[src/rtl/pll_reset_sequencer.sv]
// PLL bring-up supervisor: holds the PLL in reset, waits for a stable lock, then
// releases the per-domain resets one by one; lock loss or repeated timeouts re-sequence or fault.
`timescale 1ns/1ps
module pll_reset_sequencer #(
   parameter int NUM_DOMAINS   = 8,
   parameter int RST_CYCLES    = 16,
   parameter int LOCK_TIMEOUT  = 50000,
   parameter int STABLE_CYCLES = 1024,
   parameter int SEQ_GAP       = 8,
   parameter int MAX_RETRIES   = 3,
   parameter int CNT_W         = 16
) (
   input  logic                   refclk,
   input  logic                   rst_n,
   input  logic                   pll_locked_async,
   input  logic                   restart,
   output logic                   pll_rst,
   output logic [NUM_DOMAINS-1:0] domain_rst_n,
   output logic                   all_ready,
   output logic                   fault,
   output logic [2:0]             state,
   output logic [7:0]             loss_count
);

   localparam logic [2:0] S_PLL_RST = 3'd0;
   localparam logic [2:0] S_WAIT    = 3'd1;
   localparam logic [2:0] S_STABLE  = 3'd2;
   localparam logic [2:0] S_RELEASE = 3'd3;
   localparam logic [2:0] S_RUN     = 3'd4;
   localparam logic [2:0] S_FAULT   = 3'd5;

   localparam int IDX_W = (NUM_DOMAINS > 1) ? $clog2(NUM_DOMAINS) : 1;
   localparam int RTY_W = (MAX_RETRIES > 1) ? $clog2(MAX_RETRIES + 1) : 1;

   localparam logic [CNT_W-1:0] CNT_ONE  = CNT_W'(1);
   localparam logic [CNT_W-1:0] RST_LAST = CNT_W'(RST_CYCLES - 1);
   localparam logic [CNT_W-1:0] TO_LAST  = CNT_W'(LOCK_TIMEOUT - 1);
   localparam logic [CNT_W-1:0] STB_LAST = CNT_W'(STABLE_CYCLES - 1);
   localparam logic [CNT_W-1:0] GAP_LAST = CNT_W'(SEQ_GAP - 1);
   localparam logic [IDX_W-1:0] IDX_ONE  = IDX_W'(1);
   localparam logic [IDX_W-1:0] LAST_IDX = IDX_W'(NUM_DOMAINS - 1);
   localparam logic [RTY_W-1:0] RTY_ONE  = RTY_W'(1);
   localparam logic [RTY_W-1:0] RTY_MAX  = RTY_W'(MAX_RETRIES);

   function automatic logic [7:0] sat_inc8(input logic [7:0] v);
      return (v == 8'hFF) ? v : v + 8'd1;
   endfunction

   logic [1:0]             sync_q, sync_d;
   logic [2:0]             state_q, state_d;
   logic [CNT_W-1:0]       timer_q, timer_d;
   logic [RTY_W-1:0]       retry_q, retry_d;
   logic [IDX_W-1:0]       idx_q, idx_d;
   logic [7:0]             loss_q, loss_d;
   logic                   pll_rst_q, pll_rst_d;
   logic [NUM_DOMAINS-1:0] dom_q, dom_d;
   logic                   ready_q, ready_d;
   logic                   fault_q, fault_d;
   logic                   locked_s;

   assign locked_s = sync_q[1];

   always_comb begin
      sync_d    = {sync_q[0], pll_locked_async};
      state_d   = state_q;
      timer_d   = timer_q;
      retry_d   = retry_q;
      idx_d     = idx_q;
      loss_d    = loss_q;
      pll_rst_d = pll_rst_q;
      dom_d     = dom_q;
      ready_d   = ready_q;
      fault_d   = fault_q;

      case (state_q)
         S_PLL_RST: begin
            pll_rst_d = 1'b1;
            if (timer_q == RST_LAST) begin
               state_d   = S_WAIT;
               pll_rst_d = 1'b0;
               timer_d   = '0;
            end else begin
               timer_d = timer_q + CNT_ONE;
            end
         end
         S_WAIT: begin
            if (locked_s) begin
               state_d = S_STABLE;
               timer_d = '0;
            end else if (timer_q == TO_LAST) begin
               timer_d   = '0;
               retry_d   = retry_q + RTY_ONE;
               pll_rst_d = 1'b1;
               if (retry_d == RTY_MAX) begin
                  state_d = S_FAULT;
                  fault_d = 1'b1;
               end else begin
                  state_d = S_PLL_RST;
               end
            end else begin
               timer_d = timer_q + CNT_ONE;
            end
         end
         S_STABLE: begin
            // A dropout here is treated as a glitch: the window restarts, nothing is counted.
            if (!locked_s) begin
               state_d = S_WAIT;
               timer_d = '0;
            end else if (timer_q == STB_LAST) begin
               timer_d  = '0;
               retry_d  = '0;
               dom_d[0] = 1'b1;
               idx_d    = IDX_ONE;
               if (NUM_DOMAINS == 1) begin
                  state_d = S_RUN;
                  ready_d = 1'b1;
               end else begin
                  state_d = S_RELEASE;
               end
            end else begin
               timer_d = timer_q + CNT_ONE;
            end
         end
         S_RELEASE: begin
            if (timer_q == GAP_LAST) begin
               timer_d      = '0;
               dom_d[idx_q] = 1'b1;
               idx_d        = idx_q + IDX_ONE;
               if (idx_q == LAST_IDX) begin
                  state_d = S_RUN;
                  ready_d = 1'b1;
               end
            end else begin
               timer_d = timer_q + CNT_ONE;
            end
         end
         S_RUN: begin
         end
         S_FAULT: begin
            pll_rst_d = 1'b1;
            dom_d     = '0;
            fault_d   = 1'b1;
            if (restart) begin
               state_d = S_PLL_RST;
               timer_d = '0;
               retry_d = '0;
               fault_d = 1'b0;
            end
         end
         default: begin
            state_d   = S_PLL_RST;
            timer_d   = '0;
            pll_rst_d = 1'b1;
            dom_d     = '0;
            ready_d   = 1'b0;
            fault_d   = 1'b0;
         end
      endcase

      // Lock loss once any domain may be live overrides whatever the state logic chose.
      if ((state_q == S_RELEASE || state_q == S_RUN) && !locked_s) begin
         state_d   = S_PLL_RST;
         timer_d   = '0;
         pll_rst_d = 1'b1;
         dom_d     = '0;
         ready_d   = 1'b0;
         loss_d    = sat_inc8(loss_q);
      end
   end

   always_ff @(posedge refclk or negedge rst_n) begin
      if (!rst_n) begin
         sync_q    <= '0;
         state_q   <= S_PLL_RST;
         timer_q   <= '0;
         retry_q   <= '0;
         idx_q     <= '0;
         loss_q    <= '0;
         pll_rst_q <= 1'b1;
         dom_q     <= '0;
         ready_q   <= 1'b0;
         fault_q   <= 1'b0;
      end else begin
         sync_q    <= sync_d;
         state_q   <= state_d;
         timer_q   <= timer_d;
         retry_q   <= retry_d;
         idx_q     <= idx_d;
         loss_q    <= loss_d;
         pll_rst_q <= pll_rst_d;
         dom_q     <= dom_d;
         ready_q   <= ready_d;
         fault_q   <= fault_d;
      end
   end

   assign pll_rst      = pll_rst_q;
   assign domain_rst_n = dom_q;
   assign all_ready    = ready_q;
   assign fault        = fault_q;
   assign state        = state_q;
   assign loss_count   = loss_q;

endmodule

[config.mk]
export PLATFORM = sky130hd
export DESIGN_NAME = pll_reset_sequencer
export DESIGN_NICKNAME = d
export VERILOG_FILES = /design/src/rtl/pll_reset_sequencer.sv
export SDC_FILE = /design/constraint.sdc
export NUM_CORES = 1
export LEC_CHECK = 0
export CAP_MARGIN = 25
export CORE_AREA = 8 8 77 79
export DETAILED_ROUTE_END_ITERATION = 8
export DIE_AREA = 0 0 85 87
export GPL_TIMING_DRIVEN = 0
export PLACE_DENSITY_LB_ADDON = 0.3
export SLEW_MARGIN = 5
export SYNTH_ARGS = -nofsm -noshare
export SYNTH_HDL_FRONTEND = slang
export SYNTH_SLANG_ARGS = --single-unit
[constraint.sdc]
create_clock -name refclk -period 2.6 [get_ports refclk]
set_input_delay 0.39 -clock refclk [delete_from_list [all_inputs] [get_ports refclk]]
set_output_delay 0.39 -clock refclk [all_outputs]
set_load 0.02 [all_outputs]
After elaboration in Yosys (flattened, before gate mapping)
Cells that the tools add are included.
{"block": "op_classes", "add_sub_neg": 4, "multipliers": 0, "div_mod_pow": 0, "n_lt_le_gt_ge": 2, "n_eq_ne": 34, "n_shift": 0, "mux": 52, "bitwise_logic": 3, "reduce_logical": 22}
{"op": "16-bit 2-to-1 mux", "count": 8}
{"op": "16-bit case mux with 6 select lines", "count": 1}
{"op": "3-bit 2-to-1 mux", "count": 13}
{"op": "3-bit inequality test (second input constant)", "count": 6}
{"op": "3-bit case mux with 6 select lines", "count": 1}
{"op": "16-bit by 1-bit adder with 16-bit output (second input constant)", "count": 1}
{"op": "16-bit by 10-bit equality test with 1-bit output (second input constant)", "count": 1}
{"op": "16-bit equality test (second input constant)", "count": 1}
{"op": "16-bit by 3-bit equality test with 1-bit output (second input constant)", "count": 1}
{"op": "16-bit by 4-bit equality test with 1-bit output (second input constant)", "count": 1}
{"op": "8-bit 2-to-1 mux", "count": 2}
{"op": "1-bit 2-to-1 mux", "count": 14}
{"op": "2-bit inequality test (second input constant)", "count": 7}
{"op": "7-bit case mux with 2 select lines", "count": 1}
{"op": "4-bit AND reduction", "count": 3}
{"op": "2-bit 2-to-1 mux", "count": 5}
{"op": "2-bit by 1-bit inequality test with 1-bit output (second input constant)", "count": 5}
{"op": "3-bit equality test (second input constant)", "count": 3}
{"op": "1-bit case mux with 3 select lines", "count": 3}
{"op": "8-bit by 1-bit adder with 8-bit output (second input constant)", "count": 1}
{"op": "8-bit equality test (second input constant)", "count": 1}
{"op": "4-bit inequality test (second input constant)", "count": 2}
{"op": "8-bit OR", "count": 1}
{"op": "4-bit OR reduction", "count": 2}
{"op": "25 further kinds", "count": 33}
{"block": "totals", "register_bits": 45, "latch_bits": 0, "mem_bits_rw": 0, "romBits": 0, "input_bits": 4, "out_inout_bits": 22, "word_cells": 128, "n_memories": 0}

Depth between registers and ports, before layout
{"block": "logic_depth", "depth_word": 8, "ltp_mapped": 9, "mapped_depth_nobuf": 7}

Least setup slack after synthesis
No wires, ideal clock.
{"block": "synth_timing", "path_kind": "reg2reg", "startpoint": "reg timer_q[0]", "endpoint": "reg timer_q[6]", "setup_time_ns": 0.065, "t_arrival_ns": 2.077, "required_time_ns": 2.535, "slack_ns": 0.457, "path_stages_with_launch": 10, "n_path_buf": 2, "path_cell_list": "dfrtp_1 > ha_1 > nor4bb_1 > and4_1 > buf_6 > or2_4 > a311oi_4 > buf_6 > a21o_1 > a22o_1"}
{"block": "synth_via", "elab_chain_len": 5, "elab_cells_between_ends": 13, "classes_between": "add/sub: 1; eq/ne: 4; mux: 8"}
{"element": "start, declared", "line": "51", "source": "logic [CNT_W-1:0] timer_q, timer_d;"}
{"element": "start signal, assigned", "line": "186", "source": "timer_q <= timer_d;"}
{"element": "16-bit by 1-bit adder with 16-bit output (tied with other cells)"}
{"element": "16-bit 2-to-1 mux (on tied branches)", "line": "109, 90"}
{"element": "16-bit 2-to-1 mux (on tied branches)", "line": "106, 87"}
{"element": "16-bit case mux with 6 select lines *", "line": "75", "source": "case (state_q)"}
{"element": "16-bit 2-to-1 mux *", "line": "161", "source": "if ((state_q == S_RELEASE || state_q == S_RUN) && !locked_s) begin"}
Every way passes the cells marked *; elsewhere a longest branch is shown, timed or not.
A chain may end at the register's enable or synchronous reset.

Final worst setup path
{"block": "layout_timing", "startpoint": "reg timer_q[0]", "endpoint": "reg timer_q[14]"}
The elaborated chain is that of the path after synthesis.

==> flow_summary_export.csv <==
group,metric,value,unit
route,vias,2149,
clock_network,cts_num_sinks,45,
synth,synth_top_area_share,43.6,%
critical_path,cp_data_arrival_time,2.63,ns
clock_network,post_cts_resized,0,
clock_network,holdBufCountCts,0,
synth,synthCells,271,
floorplan,pin_count,26,
timing,fin_crit,2.40,ns
critical_path,rr_worst_depth,9,
global_route,grt_pass1_vias,2051,
route,viasPerCell,5.95,
route,drc,0,
clock_network,cts_buffers,5,
critical_path,path_max_fanout,10,
synth,async_reset_ff_share,100,%
place,dpl.hpwl,4040,um
floorplan,die_w,85,um
global_route,overflow,0,
route,post_drt_wl_per_cell,15.4,um
critical_path,critPathRequiredTime,2.83,ns
clock_network,root_buffer,"clkbuf_8",
critical_path,critPathKind,"flip-flop to flip-flop",
timing,slew_headroom,48.2,%
timing,maxSlewViolCount,0,
critical_path,cp-end-kind,"flip-flop",
final_layout,syn_to_final_growth,16.9,%
worst_hold_path,hold_class,"input pin to asynchronous set/reset pin",
final_layout,fillers,447,
floorplan,die_h,87,um
place,place_congestion,0.841,
floorplan,initial_core_util,52.1,%
global_route,antenna_found_initial,0,
timing,finalHoldViolCount,0,
synth,ys.warnings.count,0,
place,io_buffers,25,
critical_path,cp-startpoint,"timer_q[0]",
critical_path,rrSetupSlack,0.20,ns
clock_network,cts_tree,"done",
timing,setup_viol,0,
clock_network,clock_latency,0.30,ns
synth,synth_edf_count,0,
final_layout,diodes,0,
synth,synthFlopType,"dfrtp_1",
floorplan,core_region_area,0.00485,mm2
clock_network,htreeDepth,2,
synth,yosysSeqAreaShare,44.7,%
floorplan,dieArea,0.00740,mm2
clock_network,cts_max_path_buffers,2,
critical_path,r2r-end,"timer_q[14]",
synth,synth_fp_nets,280,
critical_path,r2r-start,"timer_q[0]",
floorplan,fp-row-count,26,
timing,post-route-period-util,92.3,%
synth,synth_area_leaders,"dfrtp_1, a21oi_1, nor2_1, nand2_1, a22o_1",
synth,synth_cell_types,50,
final_layout,final_common_cell,"dfrtp_1",
power,p_per_area,1040,mW/mm2
timing,finClkSkew,0.00502,ns
synth,yosysTopAreaCell,"dfrtp_1",
run,cap_violations,0,
final_layout,drive_gt1_share,8.85,%
timing,fin_ws,0.201,ns
route,first_iter_violations,95,
final_layout,utilization,60.8,%
route,detail-route-antenna-nets,0,
synth,avgSynthCellArea,9.31,um2
power,vdd_drop_max,0.393,mV
final_layout,nets,313,
timing,rsz0062_at_grt,"false",
route,routed_wl,5570,um
timing,clock.fmax,417,MHz
place,dpl_worst_slack,0.122,ns
clock_network,cts_setup_buffers,0,
global_route,grt_first_pass_wirelength,9740,um
global_route,track_usage,16.1,%
timing,worst_pin_slew,0.767,ns
route,drt-pass1-iter-count,4,
run_status,status,"completed",
power,leakage,1.28,nW
clock_network,clk_pin_slew_worst_paths,0.09,ns
critical_path,critPathLaunchType,"flip-flop",
global_route,grt_max_degree,27,
synth,syn_area,0.00252,mm2
synth,ys_seq_elements,45,
final_layout,mostFrequentLayoutCells,"dfrtp_1, nor2_1, a21oi_1",
==> cell families (layout without fill, tap and decap cells) <==
group | count (synthesis) | in the layout | synth area share [%]
buf+inv | 22 | 56 | 4.46
xor+xnor | 11 | 11 | 3.82
mux | 6 | 6 | 2.58
fa+ha+maj | 5 | 5 | 2.48
compound gates | 63 | 63 | 16.7
simple gates | 119 | 119 | 25.3
flops | 45 | 45 | 44.7
==> state kept, by name, indices dropped and copies added (netlist names) <==
register,count
all_ready,1
domain_rst_n,8
fault,1
idx_q,3
loss_count,8
pll_rst,1
retry_q,2
state,3
sync_q,2
timer_q,16
==> Yosys cell counts (2+ instances only) <==
cell and n:
dfrtp_1 44, nor2_1 34, a21oi_1 27, nand2_1 19
nand3_1 14, inv_1 11, a22o_1 8, and3_1 8
nand4_1 8, nand2b_1 7, xnor2_1 6, a21o_1 5
clkbuf_1 5, ha_1 5, nor3_1 5, o21ai_0 5
o21ai_1 5, xor2_1 5, mux2_2 4, nand3b_1 4
nor4bb_1 4, a31oi_1 3, buf_6 3, nor4_1 3
buf_4 2, mux2i_1 2, o21bai_1 2
==> metal layers <==
metal	wire, um	global-route usage [%]	share of wire [%]
met4	95	6.63	1.7
met1	2480	19.4	45
met3	276	3.96	5.0
met5	0	0	0
met2	2710	26.8	49
==> final cells by class <==
class | count | area, um2 | area share (%)
Tap cell | 56 | 70.1 | 2.38
Clock buffer | 5 | 68.8 | 2.33
Inverter | 11 | 41.3 | 1.40
Timing Repair Buffer | 26 | 265 | 8.99
Multi-Input combinational cell | 204 | 1280 | 43.5
Buffer | 11 | 71.3 | 2.42
Clock inverter | 3 | 21.3 | 0.721
Sequential cell | 45 | 1130 | 38.2
==> worst max-delay path: stages (launching register included) <==
cell and delay, ns:
dfrtp_1 0.42, ha_1 0.28, nor4bb_1 0.17, and4_1 0.22, buf_6 0.13, or2_4 0.23
a311oi_4 0.43, buf_6 0.22, nand3_2 0.07, mux2i_1 0.15
==> through the flow <==
| stage | hold slack, ns | power [W] | instance area (um2) | std cells | TNS (ns) |
|---|---|---|---|---|---|
| floorplan | 0.0944 | 0.00216 | 2520 | 271 | 0 |
| global placement | 0.337 | 0.00260 | 2840 | 352 | -3.45 |
| detailed placement | 0.336 | 0.00264 | 2860 | 353 | 0 |
| CTS | 0.0328 | 0.00309 | 2950 | 361 | 0 |
| global route | 0.0467 | 0.00331 | 2950 | 361 | 0 |
| finish | 0.0219 | 0.00308 | 2950 | 361 | 0 |
==> power by group <==
group	internal (W)	total, W	switching, W
clock	0.000191	0.000453	0.000262
combinational	0.000713	0.00162	0.000905
sequential	0.000853	0.00101	0.000153
total	0.00176	0.00308	0.00132
==> how the worst max path moves through the flow <==
stage / end / slack (ns)
global route: timer_q[13] / 0.04
global placement: loss_count[1] / -0.08
CTS: timer_q[14] / 0.20
floorplan: timer_q[6] / 0.46
detailed placement: timer_q[15] / 0.12
finish: timer_q[14] / 0.20
(Power assumes the default switching activity.)
